**config.mk**
```make
export PLATFORM = sky130hd
export DESIGN_NAME = ptp_bus_arbiter_flat
export DESIGN_NICKNAME = d
export VERILOG_FILES = /design/src/rtl/ptp_bus_arbiter_if.sv /design/src/rtl/ptp_bus_arbiter.sv /design/src/flat_wrapper.sv
export SDC_FILE = /design/constraint.sdc
export NUM_CORES = 1
export LEC_CHECK = 0
export ABC_AREA = 1
export CAP_MARGIN = 20
export CORE_ASPECT_RATIO = 2
export CORE_MARGIN = 4
export CORE_UTILIZATION = 30
export DETAILED_ROUTE_END_ITERATION = 8
export REMOVE_ABC_BUFFERS = 1
export SLEW_MARGIN = 20
export SYNTH_ARGS = -nofsm -noshare
export SYNTH_HDL_FRONTEND = slang
export SYNTH_SLANG_ARGS = --single-unit
```
**constraint.sdc**
```tcl
create_clock -name bus2ip_clk -period 3.4 [get_ports bus2ip_clk]
set_input_delay 0.51 -clock bus2ip_clk [delete_from_list [all_inputs] [get_ports bus2ip_clk]]
set_output_delay 0.51 -clock bus2ip_clk [all_outputs]
set_load 0.005 [all_outputs]
```
**src/rtl/ptp_bus_arbiter_if.sv**
```systemverilog
// ----------------------------------------------------------------------------
// ptp_bus_arbiter_if
//   Request/response channel between one register-bus master and the
//   ptp_bus_arbiter. One instance per master.
//
//   req    master -> arbiter  request; held with the command fields until ack
//   we     master -> arbiter  1 = write, 0 = read
//   lock   master -> arbiter  keep bus ownership after this transaction
//   addr   master -> arbiter  register address
//   wdata  master -> arbiter  write data
//   ack    arbiter -> master  one-cycle completion pulse
//   rdata  arbiter -> master  read data, valid only while ack = 1
// ----------------------------------------------------------------------------
interface ptp_bus_arbiter_if #(
    parameter int ADDR_W = 32,
    parameter int DATA_W = 32
);
    logic              req;
    logic              we;
    logic              lock;
    logic [ADDR_W-1:0] addr;
    logic [DATA_W-1:0] wdata;
    logic              ack;
    logic [DATA_W-1:0] rdata;

    modport master (output req, we, lock, addr, wdata, input ack, rdata);
    modport slave  (input req, we, lock, addr, wdata, output ack, rdata);
endinterface

```
**src/rtl/ptp_bus_arbiter.sv**
```systemverilog
// ----------------------------------------------------------------------------
// ptp_bus_arbiter
//   Shares the ptpv2_core register bus between two masters (m0 = host CPU
//   bridge, m1 = servo/timestamp-readout engine). Round-robin arbitration,
//   one transaction in flight, and an optional lock that keeps ownership with
//   one master so multi-word values can be read without interleaving.
//
//   Parameters
//     ADDR_W  address width
//     DATA_W  data width
//     RD_LAT  cycles from bus2ip_rd_ce_o high to valid ip2bus_data_i (1..7)
//
//   Ports
//     bus2ip_clk      in   clock, everything on the rising edge
//     bus2ip_rst      in   synchronous reset, active high
//     m0, m1          slave side of each master's request channel
//     bus2ip_addr_o   out  address to core (holds last value outside CMD)
//     bus2ip_data_o   out  write data to core (holds last value outside CMD)
//     bus2ip_rd_ce_o  out  one-cycle read strobe
//     bus2ip_wr_ce_o  out  one-cycle write strobe
//     ip2bus_data_i   in   read data from core
//     owner_o         out  index of the current / last granted master
//     busy_o          out  1 whenever the FSM is not IDLE
// ----------------------------------------------------------------------------
module ptp_bus_arbiter #(
    parameter int ADDR_W = 32,
    parameter int DATA_W = 32,
    parameter int RD_LAT = 1
) (
    input  logic              bus2ip_clk,
    input  logic              bus2ip_rst,
    ptp_bus_arbiter_if.slave  m0,
    ptp_bus_arbiter_if.slave  m1,
    output logic [ADDR_W-1:0] bus2ip_addr_o,
    output logic [DATA_W-1:0] bus2ip_data_o,
    output logic              bus2ip_rd_ce_o,
    output logic              bus2ip_wr_ce_o,
    input  logic [DATA_W-1:0] ip2bus_data_i,
    output logic              owner_o,
    output logic              busy_o
);
    localparam int CNT_W = 3;

    typedef enum logic [1:0] {
        ST_IDLE,
        ST_CMD,
        ST_WAIT,
        ST_ACK
    } state_t;

    state_t            state_q, state_d;
    logic              owner_q;      // granted master (lock owner while lock_q=1)
    logic              last_q;       // last master served, loses the next tie
    logic              lock_q;       // bus reserved for owner_q
    logic              we_q;
    logic              lk_q;         // lock bit latched with the command
    logic [ADDR_W-1:0] addr_q;
    logic [DATA_W-1:0] wdata_q;
    logic [DATA_W-1:0] rdata_q;
    logic [CNT_W-1:0]  cnt_q;

    logic              grant;
    logic              gsel;

    // Next state, arbitration and output decode.
    // NOTE: every signal written here gets a default first; a path that
    // leaves one unassigned would infer a latch.
    always_comb begin
        state_d        = state_q;
        grant          = 1'b0;
        gsel           = 1'b0;
        bus2ip_rd_ce_o = 1'b0;
        bus2ip_wr_ce_o = 1'b0;
        m0.ack         = 1'b0;
        m1.ack         = 1'b0;
        m0.rdata       = '0;
        m1.rdata       = '0;

        case (state_q)
            ST_IDLE: begin
                if (lock_q) begin
                    // Reserved bus: only the lock owner can start; the other
                    // master waits even if the owner is not requesting.
                    gsel  = owner_q;
                    grant = owner_q ? m1.req : m0.req;
                end else if (m0.req && m1.req) begin
                    gsel  = ~last_q;
                    grant = 1'b1;
                end else if (m0.req || m1.req) begin
                    gsel  = m1.req;
                    grant = 1'b1;
                end
                if (grant) state_d = ST_CMD;
            end
            ST_CMD: begin
                bus2ip_wr_ce_o = we_q;
                bus2ip_rd_ce_o = ~we_q;
                state_d        = we_q ? ST_ACK : ST_WAIT;
            end
            ST_WAIT: begin
                if (cnt_q == CNT_W'(1)) state_d = ST_ACK;
            end
            ST_ACK: begin
                m0.ack   = ~owner_q;
                m1.ack   = owner_q;
                m0.rdata = (~owner_q && ~we_q) ? rdata_q : '0;
                m1.rdata = ( owner_q && ~we_q) ? rdata_q : '0;
                state_d  = ST_IDLE;
            end
            default: state_d = ST_IDLE;
        endcase
    end

    // NOTE: sequential state uses non-blocking assignments so every register
    // samples the pre-edge values regardless of statement order.
    always_ff @(posedge bus2ip_clk) begin
        if (bus2ip_rst) state_q <= ST_IDLE;
        else            state_q <= state_d;
    end

    // Command latch, read-latency counter and arbitration history.
    // NOTE: the datapath registers are reset as well because they drive
    // outputs directly and every output must read 0 out of reset.
    always_ff @(posedge bus2ip_clk) begin
        if (bus2ip_rst) begin
            owner_q <= 1'b0;
            last_q  <= 1'b1;   // m0 wins the first tie
            lock_q  <= 1'b0;
            we_q    <= 1'b0;
            lk_q    <= 1'b0;
            addr_q  <= '0;
            wdata_q <= '0;
            rdata_q <= '0;
            cnt_q   <= '0;
        end else begin
            if (state_q == ST_IDLE && grant) begin
                owner_q <= gsel;
                we_q    <= gsel ? m1.we    : m0.we;
                lk_q    <= gsel ? m1.lock  : m0.lock;
                addr_q  <= gsel ? m1.addr  : m0.addr;
                wdata_q <= gsel ? m1.wdata : m0.wdata;
            end
            if (state_q == ST_CMD) cnt_q <= CNT_W'(RD_LAT);
            if (state_q == ST_WAIT) begin
                cnt_q <= cnt_q - CNT_W'(1);
                // Last WAIT cycle is RD_LAT cycles after the read strobe.
                if (cnt_q == CNT_W'(1)) rdata_q <= ip2bus_data_i;
            end
            if (state_q == ST_ACK) begin
                lock_q <= lk_q;
                last_q <= owner_q;
            end
        end
    end

    assign bus2ip_addr_o = addr_q;
    assign bus2ip_data_o = wdata_q;
    assign owner_o       = owner_q;
    assign busy_o        = (state_q != ST_IDLE);
endmodule

```
**src/flat_wrapper.sv**
```systemverilog
// flat-port wrapper written by rule: the top's interface ports become plain ports
module ptp_bus_arbiter_flat 
#(
    parameter int ADDR_W = 32,
    parameter int DATA_W = 32,
    parameter int RD_LAT = 1
)
  (bus2ip_clk, bus2ip_rst, bus2ip_addr_o, bus2ip_data_o, bus2ip_rd_ce_o, bus2ip_wr_ce_o, ip2bus_data_i, owner_o, busy_o, m0_req, m0_we, m0_lock, m0_addr, m0_wdata, m0_ack, m0_rdata, m1_req, m1_we, m1_lock, m1_addr, m1_wdata, m1_ack, m1_rdata);
  ptp_bus_arbiter_if #(.ADDR_W(ADDR_W), .DATA_W(DATA_W)) m0_i ();
  ptp_bus_arbiter_if #(.ADDR_W(ADDR_W), .DATA_W(DATA_W)) m1_i ();
  input  logic bus2ip_clk;
  input  logic bus2ip_rst;
  output logic [ADDR_W-1:0] bus2ip_addr_o;
  output logic [DATA_W-1:0] bus2ip_data_o;
  output logic bus2ip_rd_ce_o;
  output logic bus2ip_wr_ce_o;
  input  logic [DATA_W-1:0] ip2bus_data_i;
  output logic owner_o;
  output logic busy_o;
  input wire logic [$bits(m0_i.req)-1:0] m0_req;
  input wire logic [$bits(m0_i.we)-1:0] m0_we;
  input wire logic [$bits(m0_i.lock)-1:0] m0_lock;
  input wire logic [$bits(m0_i.addr)-1:0] m0_addr;
  input wire logic [$bits(m0_i.wdata)-1:0] m0_wdata;
  output wire logic [$bits(m0_i.ack)-1:0] m0_ack;
  output wire logic [$bits(m0_i.rdata)-1:0] m0_rdata;
  input wire logic [$bits(m1_i.req)-1:0] m1_req;
  input wire logic [$bits(m1_i.we)-1:0] m1_we;
  input wire logic [$bits(m1_i.lock)-1:0] m1_lock;
  input wire logic [$bits(m1_i.addr)-1:0] m1_addr;
  input wire logic [$bits(m1_i.wdata)-1:0] m1_wdata;
  output wire logic [$bits(m1_i.ack)-1:0] m1_ack;
  output wire logic [$bits(m1_i.rdata)-1:0] m1_rdata;
  assign m0_i.req = m0_req;
  assign m0_i.we = m0_we;
  assign m0_i.lock = m0_lock;
  assign m0_i.addr = m0_addr;
  assign m0_i.wdata = m0_wdata;
  assign m0_ack = m0_i.ack;
  assign m0_rdata = m0_i.rdata;
  assign m1_i.req = m1_req;
  assign m1_i.we = m1_we;
  assign m1_i.lock = m1_lock;
  assign m1_i.addr = m1_addr;
  assign m1_i.wdata = m1_wdata;
  assign m1_ack = m1_i.ack;
  assign m1_rdata = m1_i.rdata;
  ptp_bus_arbiter #(.ADDR_W(ADDR_W), .DATA_W(DATA_W), .RD_LAT(RD_LAT)) u_core (.bus2ip_clk(bus2ip_clk), .bus2ip_rst(bus2ip_rst), .m0(m0_i), .m1(m1_i), .bus2ip_addr_o(bus2ip_addr_o), .bus2ip_data_o(bus2ip_data_o), .bus2ip_rd_ce_o(bus2ip_rd_ce_o), .bus2ip_wr_ce_o(bus2ip_wr_ce_o), .ip2bus_data_i(ip2bus_data_i), .owner_o(owner_o), .busy_o(busy_o));
endmodule
```
==> impl_summary.md <==
Outcome
The run finished with clean final reports.

Power
The share of power burned in registers is 30.6%. Combinational cells account for 52.2% of the total power. The analysis attributes to net switching a power of 2.508 mW. The total power is 6.151 mW. The internal power consumption is 3.643 mW. Of the total power, the share spent switching nets is 40.77%. The power density normalized to cell area is 688.3 nW/um^2. The peak supply drop is 0.5179 mV. The clock network burns 17.2% of the power. The leakage power summed over all cells is 3.848 nW.

Clock network
The H-tree was split into 3 levels. For this design, the CTS-stage hold fixing added 0 buffers. The total CTS buffers is 9. TritonCTS built the clock tree.

The clock passes through at most 2 buffers. For the worst-skew pair, the clock arrives at the later sink with an insertion delay of 350 ps. The buffer cell driving the clock tree root is sky130_fd_sc_hd__clkbuf_16. The clock-pin slew on the worst setup and hold paths is 70 ps. The number of setup buffers added after CTS is 0.

The post-cts sizing count is 0. For this design, the sink count on the clock tree is 106.

Die
After floorplanning, the core was divided into 70 placement rows. In this run the count of I/O pins placed on the die edge is 302. The placeable core region is 18220 sq um. The die footprint is 20910 sq um. The x dimension of the die is 104.3 um. For this configuration, the core starts out at a cell density of 30.52%. From bottom edge to top edge, the die measures 200.5 um.

Placed design
Prior to clock tree synthesis, the placed netlist has a worst setup slack of 967.2 ps. The number of port buffers is 301. The final weighted congestion in routability-driven placement is 0.8254. The detailed placement HPWL is 14840 um.

Detailed routing
The routed wire length per instance is 14.81 um. The routed design has 19820 um of wire. The detailed-route via count is 6189. The first-pass detailed-route iteration total is 5.

The first-iteration detailed-routing DRC count is 183. The remaining antenna violation count is 0. The remaining design rule violation count is 0. The via-per-instance ratio is 4.626.

STA
The final hold violation count was 0. Setup repair after global routing left no endpoint under its margin. For the pin with the worst max-slew slack, the measured transition is 958.2 ps.

The shortest clock period the worst path allows after layout is 2786 ps. Setup violations remaining at the end of the flow were counted as 0. The share of the cycle needed by the critical path after routing is 81.93%. The setup slack after layout is 614.3 ps. The final count of pins violating max slew is 0. The total negative slack for setup checks is 0 ps. On the final layout, the worst clock skew is 4.432 ps. Derived from the worst setup path, the maximum achievable clock frequency is 359.0 MHz. Measured against its own limit, the worst slew margin works out to 36.05%.

Worst setup path
The highest fanout seen on the critical path is 44. At the worst endpoint, the arrival time is 2280 ps. The worst setup path is of the reg -> out kind. The kind of start point of the critical path is a flip-flop.

The required time reported for the critical path endpoint is 2890 ps. STA classifies the critical path endpoint as an output port.

GRT
The first global-routing pass estimated 30330 um of wire. The global-route usage over all layers is 18.18%. The number of antenna violations at the first check in global routing was 0. The number of global-route vias before repair is 5798. Entering global routing, the biggest net connects 71 pins. The sum of overflow across all layers after global routing is 0.

Synth
The combined area of all synthesized cells is 5560 sq um. The Yosys warning count is 0. After synthesis, the largest family of logic cells by area is simple AND/OR/NAND/NOR gates. Summing the areas of all fa, ha and maj instances in the mapped netlist gives 1.575% of the synthesized area. Sequential elements use 38.16% of the synthesized area. The area share of xor/xnor cells in the synthesized design is 0%. The post-synthesis mux area share is 0%. After technology mapping, the gate count stands at 862.

The count of cell types in the netlist is 21. The synthesized netlist devotes 29.37% of its cell area to simple gates. The synthesized-area fraction occupied by ao, oa, aoi and oai cells is 13.12%. The synthesized area divided by synthesized cell count is 6.451 sq um. The register bit count reported by yosys is 106.

Job
The tool flagged a number of max-cap violations equal to 0.

Final layout
Once layout is complete, the utilization of the core stands at 49.05%. 0 antenna diodes ended up in the layout. In the final layout, the multi-input gates occupy 2475 sq um.

The post-route netlist has 3.119% of its cells at a drive strength greater than 1. Compared with the post-synthesis result, the final layout area differs by 60.71%. Registers take 2122 sq um.

The net count of the finished layout is 1294. The number of inserted filler cells in the final layout is 1876.

Min path
The min-delay analysis places its worst path in the category reg -> reg.
synth_stat cells:
cell type / number / area, sq um
sky130_fd_sc_hd__a211oi_1: 1 / 7.510
sky130_fd_sc_hd__a21oi_1: 103 / 515.5
sky130_fd_sc_hd__a21oi_2: 1 / 8.760
sky130_fd_sc_hd__a21oi_4: 1 / 16.27
sky130_fd_sc_hd__a31oi_1: 1 / 6.260
sky130_fd_sc_hd__buf_1: 8 / 30.03
sky130_fd_sc_hd__buf_2: 16 / 80.08
sky130_fd_sc_hd__buf_4: 7 / 52.55
sky130_fd_sc_hd__buf_6: 4 / 45.04
sky130_fd_sc_hd__clkbuf_1: 30 / 112.6
sky130_fd_sc_hd__dfxtp_1: 106 / 2122
sky130_fd_sc_hd__ha_1: 7 / 87.58
sky130_fd_sc_hd__inv_1: 176 / 660.6
sky130_fd_sc_hd__inv_2: 2 / 7.510
sky130_fd_sc_hd__nand2_1: 154 / 578.1
sky130_fd_sc_hd__nand2_2: 2 / 12.51
sky130_fd_sc_hd__nand3_1: 139 / 695.7
sky130_fd_sc_hd__nand3b_1: 2 / 15.01
sky130_fd_sc_hd__nor2_1: 3 / 11.26
sky130_fd_sc_hd__nor3_1: 64 / 320.3
sky130_fd_sc_hd__o21ai_0: 35 / 175.2
state kept, by name, summed over array words and instances (netlist names):
register / cells
u_core.state_q: 2
u_core.lk_q: 1
u_core.bus2ip_addr_o: 32
u_core.rdata_q: 32
u_core.last_q: 1
u_core.we_q: 1
u_core.lock_q: 1
u_core.owner_o: 1
u_core.bus2ip_data_o: 32
u_core.cnt_q: 3
worst max-delay path, stage by stage, from the launching register on:
cell	delay (ps)
sky130_fd_sc_hd__dfxtp_1	350
sky130_fd_sc_hd__ha_1	260
sky130_fd_sc_hd__inv_2	290
sky130_fd_sc_hd__buf_4	440
sky130_fd_sc_hd__nor3_1	110
sky130_fd_sc_hd__clkdlybuf4s50_1	470
stage by stage:
stage	hold WS, ps	cell area, sq um	instances
2_1_floorplan	428.7	5240	797
3_3_place_gp	453.2	8636	1324
3_5_place_dp	459.6	8636	1324
4_1_cts	469.5	8929	1338
5_1_grt	505.9	8936	1338
6_report	468.3	8936	1338
cells by family after synthesis:
kind of cell | count (synthesis)
DFF | 106
AOI/OAI and AO/OA | 142
adders and majority gates | 7
buffers and inverters | 243
and+or+nand+nor | 364
power groups by stage:
stage | Clock [mW] | Combinational (mW) | Sequential [mW]
floorplan | 0 | 1.59 | 1.92
global placement | 0 | 3.23 | 1.89
detailed placement | 0 | 3.26 | 1.91
CTS | 1.10 | 3.27 | 1.89
global route | 1.13 | 3.59 | 1.94
finish | 1.06 | 3.21 | 1.88
per-layer routing:
metal / wire [um] / vias up / track usage [%] / share of wire (%)
li1: - / 3225 / - / -
met1: 7318 / 2698 / 17.71 / 37
met2: 10470 / 226 / 34.94 / 53
met3: 1173 / 40 / 4.023 / 5.9
met4: 859 / 0 / 9.368 / 4.3
met5: 0 / - / 0 / 0
final timing paths:
path	from	end	slack (ps)	depth (start not counted)
max	u_core.state_q[0]$_SDFFE_PP0P_	m0_rdata[30]	610	5
min reg2reg	u_core.cnt_q[1]$_SDFFE_PP0P_	u_core.cnt_q[1]$_SDFFE_PP0P_	470	2
min	u_core.cnt_q[1]$_SDFFE_PP0P_	u_core.cnt_q[1]$_SDFFE_PP0P_	470	2
max reg2reg	u_core.state_q[0]$_SDFFE_PP0P_	u_core.bus2ip_addr_o[7]$_SDFFE_PP0P_	1280	9
area by class of cell:
cell class / instances / share of cell area (%)
flip-flops and latches: 106 / 23.75
clock inverters: 3 / 0.4481
inverters: 178 / 7.477
repair buffers: 311 / 34.78
well taps: 216 / 3.024
multi-input cells: 513 / 27.70
clock buffers: 11 / 2.828
layout by cell type (no fill, tap or decap), drive strengths merged:
| cell | netlist | layout |
|---|---|---|
| clkbuf | 30 | 11 |
| nand3 | 139 | 139 |
| a21oi | 105 | 105 |
| nor2 | 3 | 3 |
| a211oi | 1 | 1 |
| buf | 35 | 11 |
| inv | 178 | 178 |
| nand3b | 2 | 2 |
| dfxtp | 106 | 106 |
| a31oi | 1 | 1 |
| nand2 | 156 | 156 |
| nor3 | 64 | 64 |
| bufinv | 0 | 1 |
| ha | 7 | 7 |
| clkinv | 0 | 2 |
| clkdlybuf4s50 | 0 | 300 |
| o21ai | 35 | 35 |
No activity file was read; power rests on OpenSTA's default activity.
